===== config.mk =====
export PLATFORM = sky130hd
export DESIGN_NAME = signed_divider_flat
export DESIGN_NICKNAME = d
export VERILOG_FILES = /design/src/rtl/calc_pkg.sv /design/src/rtl/signed_divider_if.sv /design/src/rtl/div_restore_step.sv /design/src/rtl/signed_divider.sv /design/src/flat_wrapper.sv
export SDC_FILE = /design/constraint.sdc
export NUM_CORES = 1
export LEC_CHECK = 0
export CORE_MARGIN = 4
export CORE_UTILIZATION = 55
export DETAILED_ROUTE_END_ITERATION = 10
export PLACE_DENSITY_LB_ADDON = 0.12
export SLEW_MARGIN = 25
export SYNTH_ARGS = -nofsm -noshare
export SYNTH_HDL_FRONTEND = slang
export SYNTH_SLANG_ARGS = --single-unit

===== constraint.sdc =====
create_clock -name clk -period 3.7 [get_ports clk]
set_clock_uncertainty 0.1 [all_clocks]
set_input_delay 0.74 -clock clk [delete_from_list [all_inputs] [get_ports clk]]
set_output_delay 0.74 -clock clk [all_outputs]
set_load 0.01 [all_outputs]

===== src/rtl/calc_pkg.sv =====
// rtl/calc_pkg.sv - shared calculator types, divider widths and magnitude helper
//
// Contents:
//   div_state_t  divider sequencer states (IDLE, CALC, FIX, DONE)
//   DIV_N/DIV_M  default dividend/quotient and divisor/remainder widths
//   abs_mag      conditional two's-complement negation, 32 bits wide
package calc_pkg;

    localparam int DIV_N = 10;
    localparam int DIV_M = 5;

    typedef enum logic [1:0] {
        IDLE = 2'd0,
        CALC = 2'd1,
        FIX  = 2'd2,
        DONE = 2'd3
    } div_state_t;

    // Returns v negated when neg is set, else v unchanged. Used both to take
    // operand magnitudes (neg = operand sign) and to re-apply a result sign,
    // since two's-complement negation is its own inverse. Callers zero-extend
    // into 32 bits and size-cast the result back, so widths up to 32 work.
    function automatic logic [31:0] abs_mag(input logic [31:0] v, input logic neg);
        return neg ? (~v + 32'd1) : v;
    endfunction

endpackage


===== src/rtl/signed_divider_if.sv =====
// rtl/signed_divider_if.sv - start/done handshake and operand/result bundle for the divider
//
// Signals:
//   start      request, sampled by the divider in IDLE
//   dividend   N-bit signed dividend
//   divisor    M-bit signed divisor
//   quotient   N-bit signed quotient, truncated toward zero
//   remainder  M-bit signed remainder, sign of the dividend
//   busy       division in progress
//   done       one-cycle completion pulse
//   div_zero   divisor was zero
//   ovf        quotient not representable
// Modports: master (issuer, e.g. keypad FSM / bench), slave (divider).
interface signed_divider_if #(
    parameter int N = calc_pkg::DIV_N,
    parameter int M = calc_pkg::DIV_M
) ();

    logic         start;
    logic [N-1:0] dividend;
    logic [M-1:0] divisor;
    logic [N-1:0] quotient;
    logic [M-1:0] remainder;
    logic         busy;
    logic         done;
    logic         div_zero;
    logic         ovf;

    modport master (
        output start, dividend, divisor,
        input  quotient, remainder, busy, done, div_zero, ovf
    );

    modport slave (
        input  start, dividend, divisor,
        output quotient, remainder, busy, done, div_zero, ovf
    );

endinterface


===== src/rtl/div_restore_step.sv =====
// rtl/div_restore_step.sv - one restoring-division bit: shift, trial-subtract, restore
//
// Ports:
//   prem_i   [M:0]   partial remainder before this bit
//   shreg_i  [N-1:0] dividend/quotient shift register before this bit
//   dmag_i   [M:0]   divisor magnitude, zero-extended
//   prem_o   [M:0]   partial remainder after this bit
//   shreg_o  [N-1:0] shift register after this bit (new quotient bit in LSB)
module div_restore_step #(
    parameter int N = 10,
    parameter int M = 5
) (
    input  logic [M:0]   prem_i,
    input  logic [N-1:0] shreg_i,
    input  logic [M:0]   dmag_i,
    output logic [M:0]   prem_o,
    output logic [N-1:0] shreg_o
);

    logic [M+1:0] shifted;
    logic         fits;
    logic [M:0]   diff;

    always_comb begin
        // {partial remainder, dividend} shifted left: next dividend bit enters
        // the remainder while the vacated LSB of the shift register will take
        // the quotient bit.
        shifted = {prem_i, shreg_i[N-1]};
        fits    = (shifted >= {1'b0, dmag_i});
        // When it fits, the difference is below the divisor magnitude, so the
        // low M+1 bits hold it exactly.
        diff    = shifted[M:0] - dmag_i;
        if (fits) begin
            prem_o  = diff;
            shreg_o = {shreg_i[N-2:0], 1'b1};
        end else begin
            prem_o  = shifted[M:0];
            shreg_o = {shreg_i[N-2:0], 1'b0};
        end
    end

endmodule


===== src/rtl/signed_divider.sv =====
// rtl/signed_divider.sv - sequential signed restoring divider, one quotient bit per clock
//
// Ports:
//   clk   system clock
//   rst   synchronous active-low reset
//   bus   signed_divider_if.slave: start/dividend/divisor in,
//         quotient/remainder/busy/done/div_zero/ovf out
// Parameters: N dividend/quotient width, M divisor/remainder width (M <= N <= 32).
// Build option: DIV_OVF_SAT_EN - saturate an overflowing quotient to
//   +2^(N-1)-1 instead of wrapping to -2^(N-1); ovf is flagged either way.
module signed_divider
    import calc_pkg::*;
#(
    parameter int N = DIV_N,
    parameter int M = DIV_M
) (
    input  logic             clk,
    input  logic             rst,
    signed_divider_if.slave  bus
);

    localparam int CW = $clog2(N + 1);

    div_state_t    state_q, state_d;
    logic [CW-1:0] cnt_q, cnt_d;
    logic          dd_neg_q, dd_neg_d;
    logic          dv_neg_q, dv_neg_d;
    logic [N-1:0]  shreg_q, shreg_d;
    logic [M:0]    prem_q, prem_d;
    logic [M:0]    dmag_q, dmag_d;
    logic [N-1:0]  quot_q, quot_d;
    logic [M-1:0]  rem_q, rem_d;
    logic          dz_q, dz_d;
    logic          ovf_q, ovf_d;

    logic [M:0]    step_prem;
    logic [N-1:0]  step_shreg;

    logic          q_neg;
    logic          q_ovf;
    logic [N-1:0]  q_fixed;
    logic [M-1:0]  r_fixed;
    logic [N-1:0]  dd_mag;
    logic [M-1:0]  dv_mag;

    div_restore_step #(
        .N (N),
        .M (M)
    ) u_step (
        .prem_i  (prem_q),
        .shreg_i (shreg_q),
        .dmag_i  (dmag_q),
        .prem_o  (step_prem),
        .shreg_o (step_shreg)
    );

    // Operand magnitudes at acceptance. -2^(N-1) maps to the unsigned
    // pattern 100..0, which is exactly its magnitude.
    always_comb begin
        dd_mag = N'(abs_mag(32'(bus.dividend), bus.dividend[N-1]));
        dv_mag = M'(abs_mag(32'(bus.divisor), bus.divisor[M-1]));
    end

    // Sign correction of the finished magnitudes. The quotient magnitude can
    // only reach 2^(N-1) for -2^(N-1) / +-1; with a positive result sign that
    // value has no N-bit representation, which is the overflow case.
    always_comb begin
        q_neg   = dd_neg_q ^ dv_neg_q;
        q_ovf   = shreg_q[N-1] & ~q_neg;
        q_fixed = N'(abs_mag(32'(shreg_q), q_neg));
        r_fixed = M'(abs_mag(32'(prem_q[M-1:0]), dd_neg_q));
`ifdef DIV_OVF_SAT_EN
        if (q_ovf) begin
            q_fixed = {1'b0, {(N-1){1'b1}}};
        end
`endif
    end

    always_comb begin
        state_d  = state_q;
        cnt_d    = cnt_q;
        dd_neg_d = dd_neg_q;
        dv_neg_d = dv_neg_q;
        shreg_d  = shreg_q;
        prem_d   = prem_q;
        dmag_d   = dmag_q;
        quot_d   = quot_q;
        rem_d    = rem_q;
        dz_d     = dz_q;
        ovf_d    = ovf_q;

        case (state_q)
            IDLE: begin
                if (bus.start) begin
                    if (bus.divisor == '0) begin
                        quot_d  = '0;
                        rem_d   = '0;
                        dz_d    = 1'b1;
                        ovf_d   = 1'b0;
                        state_d = DONE;
                    end else begin
                        dd_neg_d = bus.dividend[N-1];
                        dv_neg_d = bus.divisor[M-1];
                        shreg_d  = dd_mag;
                        dmag_d   = {1'b0, dv_mag};
                        prem_d   = '0;
                        cnt_d    = CW'(N);
                        state_d  = CALC;
                    end
                end
            end
            CALC: begin
                prem_d  = step_prem;
                shreg_d = step_shreg;
                cnt_d   = cnt_q - CW'(1);
                if (cnt_q == CW'(1)) begin
                    state_d = FIX;
                end
            end
            FIX: begin
                quot_d  = q_fixed;
                rem_d   = r_fixed;
                ovf_d   = q_ovf;
                dz_d    = 1'b0;
                state_d = DONE;
            end
            DONE: begin
                state_d = IDLE;
            end
            default: begin
                state_d = IDLE;
            end
        endcase
    end

    always_ff @(posedge clk) begin
        if (!rst) begin
            state_q  <= IDLE;
            cnt_q    <= '0;
            dd_neg_q <= 1'b0;
            dv_neg_q <= 1'b0;
            shreg_q  <= '0;
            prem_q   <= '0;
            dmag_q   <= '0;
            quot_q   <= '0;
            rem_q    <= '0;
            dz_q     <= 1'b0;
            ovf_q    <= 1'b0;
        end else begin
            state_q  <= state_d;
            cnt_q    <= cnt_d;
            dd_neg_q <= dd_neg_d;
            dv_neg_q <= dv_neg_d;
            shreg_q  <= shreg_d;
            prem_q   <= prem_d;
            dmag_q   <= dmag_d;
            quot_q   <= quot_d;
            rem_q    <= rem_d;
            dz_q     <= dz_d;
            ovf_q    <= ovf_d;
        end
    end

    assign bus.quotient  = quot_q;
    assign bus.remainder = rem_q;
    assign bus.div_zero  = dz_q;
    assign bus.ovf       = ovf_q;
    assign bus.busy      = (state_q == CALC) || (state_q == FIX);
    assign bus.done      = (state_q == DONE);

endmodule


===== src/flat_wrapper.sv =====
// flat-port wrapper written by rule: the top's interface ports become plain ports
module signed_divider_flat import calc_pkg::*;
#(
    parameter int N = DIV_N,
    parameter int M = DIV_M
)
  (clk, rst, bus_start, bus_dividend, bus_divisor, bus_quotient, bus_remainder, bus_busy, bus_done, bus_div_zero, bus_ovf);
  signed_divider_if #(.N(N), .M(M)) bus_i ();
  input  logic clk;
  input  logic rst;
  input wire logic [$bits(bus_i.start)-1:0] bus_start;
  input wire logic [$bits(bus_i.dividend)-1:0] bus_dividend;
  input wire logic [$bits(bus_i.divisor)-1:0] bus_divisor;
  output wire logic [$bits(bus_i.quotient)-1:0] bus_quotient;
  output wire logic [$bits(bus_i.remainder)-1:0] bus_remainder;
  output wire logic [$bits(bus_i.busy)-1:0] bus_busy;
  output wire logic [$bits(bus_i.done)-1:0] bus_done;
  output wire logic [$bits(bus_i.div_zero)-1:0] bus_div_zero;
  output wire logic [$bits(bus_i.ovf)-1:0] bus_ovf;
  assign bus_i.start = bus_start;
  assign bus_i.dividend = bus_dividend;
  assign bus_i.divisor = bus_divisor;
  assign bus_quotient = bus_i.quotient;
  assign bus_remainder = bus_i.remainder;
  assign bus_busy = bus_i.busy;
  assign bus_done = bus_i.done;
  assign bus_div_zero = bus_i.div_zero;
  assign bus_ovf = bus_i.ovf;
  signed_divider #(.N(N), .M(M)) u_core (.clk(clk), .rst(rst), .bus(bus_i));
endmodule

==> results, run 1 <==
- The flow ran to the end, and the final reports show no timing, DRC or antenna violations.
- The final setup violation count is 0.
- In the final layout, the multi-input gates occupy 1743 µm².
- After synthesis the netlist holds a flip-flop and latch count of 46.
- The number of nets handed over by synthesis was 376.
- The initial antenna violation count is 0.
- After clock tree synthesis, the clock-pin slew on the worst setup and hold paths is 0.09 ns.
- The cell area that synthesis handed to floorplanning was 2835 µm².
- The antenna violation net count after detailed routing is 0.
- The horizontal die dimension is 79.80 µm.
- Counting both buffers and inverters, the worst setup path holds a total of 2.
- Routability-driven placement finished with a final weighted congestion of 0.9271.
- The worst-path cell with the longest stage delay is sky130_fd_sc_hd__o22ai_2.
- The worst setup path is launched from an input port.
- In the synthesized netlist the dominant register cell turns out to be sky130_fd_sc_hd__dfxtp_1.
- The count of non-filler cells in the finished layout is 438.
- The number of warning messages in the yosys log is 0.
- The detailed-placement wirelength estimate is 4.666 mm.
- The critical path goes through clkdlybuf4s50_1 -> inv_1 -> ha_1 -> or3b_1 -> o22ai_2 -> nand4_1 -> mux2i_1 -> a31o_2.
- The number of different library cells used by synthesis comes to 58.
- The headroom to the max-slew limit is 0.3441.
- The total instance count after detailed placement is 430.
- The count of buffers added by post-CTS timing repair for setup is 0.
- In this run the critical register-to-register path is launched from u_core.state_q[0].
- The number of buffers created by CTS is 5.
- The floorplan die height is 79.80 µm.
- The initial utilization of the core area, before any placement, comes to 0.5848.
- The highest clock frequency the design can meet is 361.2 MHz.
- The worst register-to-register path ends at u_core.bus.quotient[9].
- The number of hold-slack violations in the final timing report is 0.
- Of the cells placed in the final design, the portion with a size suffix greater than 1 is 0.07008.
- The total via count in the routed design is 2456.
- The critical path crosses 8 cells after its start point.
- The maximum vdd ir drop is 0.4034 mV.
- The number of max-slew violations in the final report is 0.
- The clock root buffer is sky130_fd_sc_hd__clkbuf_8.
- The data arrival time at the worst-slack endpoint is 2.92 ns.
- Clock latency on the worst-skew pair, taken at its later pin, is 0.30 ns.
- The synthesized area per cell is 8.314 µm².
- Grouping stages by cell kind, the critical path spends the most delay in compound AO/OA/AOI/OAI gates.
- The repair_antennas step left the layout with diodes totalling 0.
- The floorplan has 25 rows.
- After routing the design area is 3358 µm².
- The global-route total usage across every layer is 0.2127.
- In this run the deepest clock path goes through 2 buffers.
- The worst hold-check path type is register to register.
- The number of buffers inserted for hold repair after clock tree synthesis is 0.
- The number of enable-type register cells in the synthesized netlist is 0.
- The post-cts resize count is 0.
- The clock net sink count is 46.
- The final layout net count is 405.
- The full die area is 6367 µm².
- For this run, asynchronously set or reset flops after synthesis account for 0.
- The critical path class is input port to register.
- After detailed routing, the average wire length per cell comes to 14.16 µm.
- During placement, the flow inserted port buffers numbering 36.
- Setup repair after global routing left no endpoint under its margin.
- In the routed design, unresolved DRC markers number 0.
- The largest single stage delay on the critical path is 0.59 ns.
- Entering global routing, the biggest net connects 31 pins.
- Across the run, the number of max-cap violations was 0.
- The instance count along the most critical hold path is 2.
- The area added between synthesis and finish is 18.45%.
- The global route total overflow is 0.
- The endpoint of the most critical setup path is u_core.bus.quotient[9].
- TritonCTS built the clock tree.
- The sequential cell area is 920.9 µm².
- The first global-routing pass estimated 10.87 mm of wire.
- The total I/O pin count is 37.
- For the worst setup path, the data required time is 3.85 ns.
- For the pin with the worst max-slew slack, the measured transition is 0.9807 ns.
- Summed over all layers, the routed wires come to 6.204 mm.
- In this run the number of H-tree levels came out at 2.
- The via density per instance is 5.607.
- The tightest hold path in the finished design has a slack of 0.3581 ns.
- The number of global-route vias before repair is 2358.
- The core region is 4848 µm².
- Tracing the worst setup path back leads to its startpoint at bus_divisor[0].
- The detailed router finished its first iteration with 106 violations.
- In this run the cell area measured after placement is 3221 µm².
- The category of the worst setup path capture point is a register.
- Fill cells in the final layout number 433.
- The sequential fraction of the synthesis area is 0.3248.
- The maximum fanout encountered on the critical timing path is 18.
- Adding up every negative setup slack in the final design gives 0 ns.
- The setup check on the worst reg-to-reg path leaves a slack of 1.17 ns.
- For this design the ratio of total power to cell area is 634.1 nW/µm².
- The cell count after synthesis came out at 341.
- Dividing the final minimum period by the clock period gives 0.7482.
- Before antenna repair, the detailed router went through 4 iterations.
- For the worst flop-to-flop path, the logic depth is 7.
- The static leakage power is 0.001282 µW.
- The routed design could run at a clock period as short as 2.768 ns.
-- worst min-delay path by stage --
stage               slack (ns)                      end               startpoint
floorplan                 0.33         u_core.prem_q[5]         u_core.prem_q[5]
global placement          0.34  u_core.bus.remainder[4]  u_core.bus.remainder[4]
detailed placement        0.35         u_core.prem_q[5]         u_core.prem_q[5]
CTS                       0.36         u_core.prem_q[5]         u_core.prem_q[5]
global route              0.38         u_core.prem_q[5]         u_core.prem_q[5]
finish                    0.36   u_core.bus.quotient[5]   u_core.bus.quotient[5]
-- cell families (layout without fill, tap and decap cells) --
family / Yosys count / after routing / synth area share
buf+inv: 41 / 71 / 0.06046
mux: 8 / 8 / 0.02913
flops: 46 / 46 / 0.3248
compound gates: 88 / 88 / 0.2251
fa+ha+maj: 17 / 17 / 0.07767
xor+xnor: 23 / 23 / 0.07370
simple gates: 118 / 118 / 0.2092
-- registers in the layout (all words and copies together), names as in the netlist --
name	flops
u_core.prem_q	6
u_core.dd_neg_q	1
u_core.bus.div_zero	1
u_core.bus.ovf	1
u_core.dv_neg_q	1
u_core.bus.quotient	10
u_core.state_q	2
u_core.dmag_q	5
u_core.cnt_q	4
u_core.shreg_q	10
u_core.bus.remainder	5
-- power by group --
group	switching, µW	leakage [µW]	internal [µW]
Combinational	554	0.000839	422
Sequential	114	0.000375	592
Clock	177	0.0000683	271
-- tightest hold or removal path: stages, from the launching register on --
cell and delay (ns):
sky130_fd_sc_hd__dfxtp_1 0.32, sky130_fd_sc_hd__nand3_1 0.05, sky130_fd_sc_hd__o21ai_1 0.05
-- cell usage after synthesis (2+ instances only) --
master	instances	share of area
sky130_fd_sc_hd__dfxtp_1	46	0.32
sky130_fd_sc_hd__nand2_1	38	0.050
sky130_fd_sc_hd__nand3_1	27	0.048
sky130_fd_sc_hd__inv_1	24	0.032
sky130_fd_sc_hd__a21boi_0	18	0.048
sky130_fd_sc_hd__ha_1	16	0.071
sky130_fd_sc_hd__nor2_1	16	0.021
sky130_fd_sc_hd__o21ai_0	16	0.028
sky130_fd_sc_hd__clkbuf_1	12	0.016
sky130_fd_sc_hd__xnor2_1	11	0.034
sky130_fd_sc_hd__xor2_1	11	0.034
sky130_fd_sc_hd__a21oi_1	8	0.014
sky130_fd_sc_hd__a31oi_1	6	0.013
sky130_fd_sc_hd__mux2i_1	6	0.021
sky130_fd_sc_hd__nor2b_1	6	0.013
sky130_fd_sc_hd__nor3_1	6	0.011
sky130_fd_sc_hd__o31ai_1	6	0.016
sky130_fd_sc_hd__a21boi_1	5	0.013
sky130_fd_sc_hd__and2_1	5	0.011
sky130_fd_sc_hd__nand4_1	4	0.0088
sky130_fd_sc_hd__o211a_1	4	0.014
sky130_fd_sc_hd__o21ai_1	4	0.0071
sky130_fd_sc_hd__and3_1	3	0.0066
sky130_fd_sc_hd__o221ai_1	3	0.0093
sky130_fd_sc_hd__buf_2	2	0.0035
sky130_fd_sc_hd__buf_4	2	0.0053
sky130_fd_sc_hd__mux2_2	2	0.0079
sky130_fd_sc_hd__nand3b_1	2	0.0053
sky130_fd_sc_hd__o211ai_1	2	0.0053
sky130_fd_sc_hd__o41ai_2	2	0.011
-- stage by stage --
step | util | worst slack (ns) | power [µW]
floorplan | - | 1.494 | 1459
global placement | 0.6643 | 0.7330 | 1660
detailed placement | 0.6643 | 0.6480 | 1686
CTS | 0.6926 | 0.9260 | 2139
global route | 0.6926 | 0.6863 | 2296
finish | 0.6926 | 0.9316 | 2129
-- per-layer routing --
layer / GRT usage / routed length [µm] / up-vias
li1: - / - / 1263
met1: 0.2698 / 2850 / 1130
met2: 0.3689 / 2983 / 57
met3: 0.03837 / 311 / 6
met4: 0.05912 / 59 / 0
met5: 0 / 0 / -
-- cell type report --
type,count,share of cell area
Multi-Input combinational cell,254,0.5190
Sequential cell,46,0.2742
Timing Repair Buffer,39,0.1140
Inverter,24,0.02683
Tap cell,67,0.02496
Clock buffer,5,0.02049
Clock inverter,3,0.02049
-- placed cells by master, fill, tap and decap left out, types with 3 or more instances in the layout --
cell type	synthesis	layout
sky130_fd_sc_hd__dfxtp_1	46	46
sky130_fd_sc_hd__nand2_1	38	38
sky130_fd_sc_hd__clkdlybuf4s50_1	0	36
sky130_fd_sc_hd__nand3_1	27	27
sky130_fd_sc_hd__inv_1	24	24
sky130_fd_sc_hd__a21boi_0	18	18
sky130_fd_sc_hd__o21ai_0	16	16
sky130_fd_sc_hd__nor2_1	16	16
sky130_fd_sc_hd__ha_1	16	16
sky130_fd_sc_hd__xor2_1	11	11
sky130_fd_sc_hd__xnor2_1	11	11
sky130_fd_sc_hd__a21oi_1	8	8
sky130_fd_sc_hd__nor2b_1	6	6
sky130_fd_sc_hd__a31oi_1	6	6
sky130_fd_sc_hd__nor3_1	6	6
sky130_fd_sc_hd__o31ai_1	6	6
sky130_fd_sc_hd__mux2i_1	6	6
sky130_fd_sc_hd__and2_1	5	5
sky130_fd_sc_hd__a21boi_1	5	5
sky130_fd_sc_hd__clkbuf_8	0	5
sky130_fd_sc_hd__o21ai_1	4	4
sky130_fd_sc_hd__o211a_1	4	4
sky130_fd_sc_hd__nand4_1	4	4
sky130_fd_sc_hd__and3_1	3	3
sky130_fd_sc_hd__o221ai_1	3	3
sky130_fd_sc_hd__buf_4	2	3
(Power assumes the default switching activity.)
==> run 2, diff against run 1 <==
Settings changed: CORE_UTILIZATION 55 to 50.
Clock period 3.7 ns to 2.5 ns, I/O delays scaled along.
==> run 2 against run 1 <==
- worst hold slack got worse by 0.0046 ns
- highest routed layer unchanged
- clock power increased by 24%
- total power increased by 48%
- largest power group unchanged
- first-iteration DRC count increased by 34%
- wire length increased by 3.3%
- non-clock buffer count increased by 17
- die area increased by 9.0%
- largest cell class unchanged
- sequential cell count unchanged
- utilization decreased by 6.1 points
- global-route usage decreased by 2.4 points
- setup slack got worse by 0.68 ns
==> results, run 2 (same netlist as run 1, synthesis figures left out) <==
- Outcome: completed (unchanged).
- The buffers plus inverters on the worst setup path is 4 (was 2).
- Static timing analysis puts the maximum clock frequency at 445.7 MHz.
- The largest stage delay on the critical path came to 0.52 ns (was 0.59 ns).
- The final wirelength is 6.410 mm (was 6.204 mm).
- The global-route total usage across every layer came to 0.1888 (was 0.2127).
- The total core area is 5507 µm² (was 4848 µm²).
- The maximum number of pins on one net before global-route repair is 56 (was 31).
- The part of the total power dissipated in combinational logic was 0.493 (was 0.459).
- The worst path setup slack after routing was 0.2565 ns (was 0.9316 ns).
- The initial antenna violation count is 0 (unchanged).
- The worst hold slack across all endpoints is 0.3535 ns (was 0.3581 ns).
- The maximum vdd ir drop is 0.6333 mV (was 0.4034 mV).
- Setup repair after global routing missed its margin: false (unchanged).
- The largest buffer count on any clock path came to 2 (unchanged).
- The worst setup timing slack at the placement stage is -0.04967 ns (was 0.6480 ns).
- The final total power is 3142 µW (was 2129 µW).
- The headroom to the max-slew limit is 0.7078 (was 0.3441).
- The count of non-filler cells in the finished layout is 460 (was 438).
- The post-cts resize count was 0 (unchanged).
- The worst-path cell with the longest stage delay is sky130_fd_sc_hd__or4b_4 (was sky130_fd_sc_hd__o22ai_2).
- The most used cell along the critical path is sky130_fd_sc_hd__buf_4.
- For the finished layout, the period the worst path requires is 2.244 ns.
- The clock transition at the register clock pins on the worst setup and hold paths after CTS is 0.09 ns (about the same).
- The total instance count after detailed placement was 452 (was 430).
- The number of max-slew violations in the final report came to 0 (unchanged).
- The type of element launching the critical path is an input port (unchanged).
- The TritonCTS clock tree was done (unchanged).
- The most frequent standard cell in the layout excluding fill and tap cells is sky130_fd_sc_hd__dfxtp_1 (unchanged).
- The power share of the clock group is 0.176 (was 0.210).
- The area added between synthesis and finish was 22.59% (was 18.45%).
- The worst hold-check path type is register to register (unchanged).
- The routed length per instance is 13.93 µm (was 14.16 µm).
- The number of inserted diodes came to 0 (unchanged).
- The total of buffers placed on input and output ports is 36 (unchanged).
- The top cell family by delay on the critical path is buffers and inverters (was compound AO/OA/AOI/OAI gates).
- The final setup violation count is 0 (unchanged).
- The H-tree level count is 2 (unchanged).
- The number of buffers created by CTS is 5 (unchanged).
- The horizontal die dimension is 83.30 µm (was 79.80 µm).
- The clock root buffer is sky130_fd_sc_hd__clkbuf_8 (unchanged).
- The switching power is 1268 µW (was 844.2 µW).
- Commonest cells after routing, fill and taps aside: sky130_fd_sc_hd__dfxtp_1 (46), sky130_fd_sc_hd__nand2_1 (38), sky130_fd_sc_hd__clkdlybuf4s50_1 (36), sky130_fd_sc_hd__nand3_1 (27), sky130_fd_sc_hd__inv_1 (24) (unchanged).
- The effective utilization at floorplan is 0.5149 (was 0.5848).
- The part of the total power dissipated in sequential elements was 0.331 (about the same).
- The number of buffers inserted for hold repair after clock tree synthesis is 0 (unchanged).
- The wire length of the first global-routing pass is 11.03 mm (was 10.87 mm).
- The proportion of layout cells with a drive suffix above 1 is 0.1108 (was 0.07008).
- The placer congestion estimate is 0.8606 (was 0.9271).
- The number of fill cells came to 506 (was 433).
- The category of the worst setup path capture point is a register (unchanged).
- The global route total overflow was 0 (unchanged).
- The maximum fanout encountered on the critical timing path is 10 (was 18).
- The via density per instance is 5.533 (was 5.607).
- Of the available clock period, the critical path in the final layout requires 0.8974.
- CP cell instances: clkdlybuf4s50_1 -> inv_1 -> ha_1 -> or4b_4 -> a21oi_2 -> buf_4 -> buf_4 -> nand3_1 -> o21ai_0 (was clkdlybuf4s50_1 -> inv_1 -> ha_1 -> or3b_1 -> o22ai_2 -> nand4_1 -> mux2i_1 -> a31o_2).
- The count of maximum capacitance violations is 0 (unchanged).
- The total I/O pin count is 37 (unchanged).
- The DRC violations left is 0 (unchanged).
- The static leakage power is 0.001359 µW (was 0.001282 µW).
- The actual slew at the worst max-slew pin is 0.4362 ns (was 0.9807 ns).
- The internal power contribution is 1873 µW (was 1285 µW).
- The switching share of power is 0.4037 (was 0.3965).
- The detailed-placement wirelength estimate was 4.869 mm (was 4.666 mm).
- The later-pin clock latency in the skew report is 0.30 ns (about the same).
- The required time of the critical path was 2.63 ns (was 3.85 ns).
- The full die area came to 6939 µm² (was 6367 µm²).
- The number of global-route vias before repair is 2454 (was 2358).
- The data arrival time at the worst-slack endpoint came to 2.37 ns (was 2.92 ns).
- The count of buffers added by post-CTS timing repair for setup is 0 (unchanged).
- The number of hold-slack violations in the final timing report is 0 (unchanged).
- The number of placement rows is 27 (was 25).
- The setup total negative slack is 0 ns (unchanged).
- The number of detailed-routing iterations run before antenna repair is 4 (unchanged).
- The total via count in the routed design is 2545 (was 2456).
- The final layout net count was 422 (was 405).
- The antenna violation net count after detailed routing is 0 (unchanged).
- The floorplan die height was 83.30 µm (was 79.80 µm).
- The number of violations reported at the end of detailed-routing iteration 0 came to 142 (was 106).
- The critical path class is input port to register (unchanged).
- The power per standard cell area is 903.8 nW/µm² (was 634.1 nW/µm²).
- The clock net sink count is 46 (unchanged).
## run 2: power groups by stage
stage          Clock [µW]  Combinational (µW)  Sequential [µW]
4_1_cts               572                1550             1040
3_3_place_gp            0                1510             1050
2_1_floorplan           0                1140             1010
6_report              553                1550             1040
5_1_grt               599                1730             1060
3_5_place_dp            0                1540             1050
## run 2: layer usage
metal	track usage	vias to the layer above	wire length [µm]
li1	-	1291	-
met2	0.3149	68	2980
met3	0.03571	4	380
met4	0.04458	0	41
met5	0	-	0
met1	0.2515	1182	3008
## run 2: worst min-delay path, delay by kind of cell (launching register included)
family | cells | cell delay (ns)
compound gates | 1 | 0.05
flops | 1 | 0.32
simple gates | 1 | 0.05
## run 2: cell type report
class | instances | area [µm²] | share of cell area
multi-input cells | 254 | 1743 | 0.5014
flip-flops and latches | 46 | 920.9 | 0.2649
repair buffers | 56 | 523.0 | 0.1505
inverters | 24 | 90.09 | 0.02592
well taps | 72 | 90.09 | 0.02592
clock buffers | 5 | 68.82 | 0.01980
clock inverters | 3 | 40.04 | 0.01152
## run 2: final timing paths
path                           start                 endpoint  slack (ns)  cells past startpoint
min reg2reg  u_core.bus.remainder[4]  u_core.bus.remainder[4]        0.35                      2
max reg2reg         u_core.prem_q[2]         u_core.prem_q[0]        0.36                      6
min          u_core.bus.remainder[4]  u_core.bus.remainder[4]        0.35                      2
max                   bus_divisor[1]         u_core.prem_q[1]        0.26                      9
## run 2: through the flow
stage | utilization | instance area, µm²
6_report | 0.6312 | 3476
5_1_grt | 0.6312 | 3476
4_1_cts | 0.6312 | 3476
3_5_place_dp | 0.6115 | 3367
3_3_place_gp | 0.6115 | 3367
2_1_floorplan | - | 2835
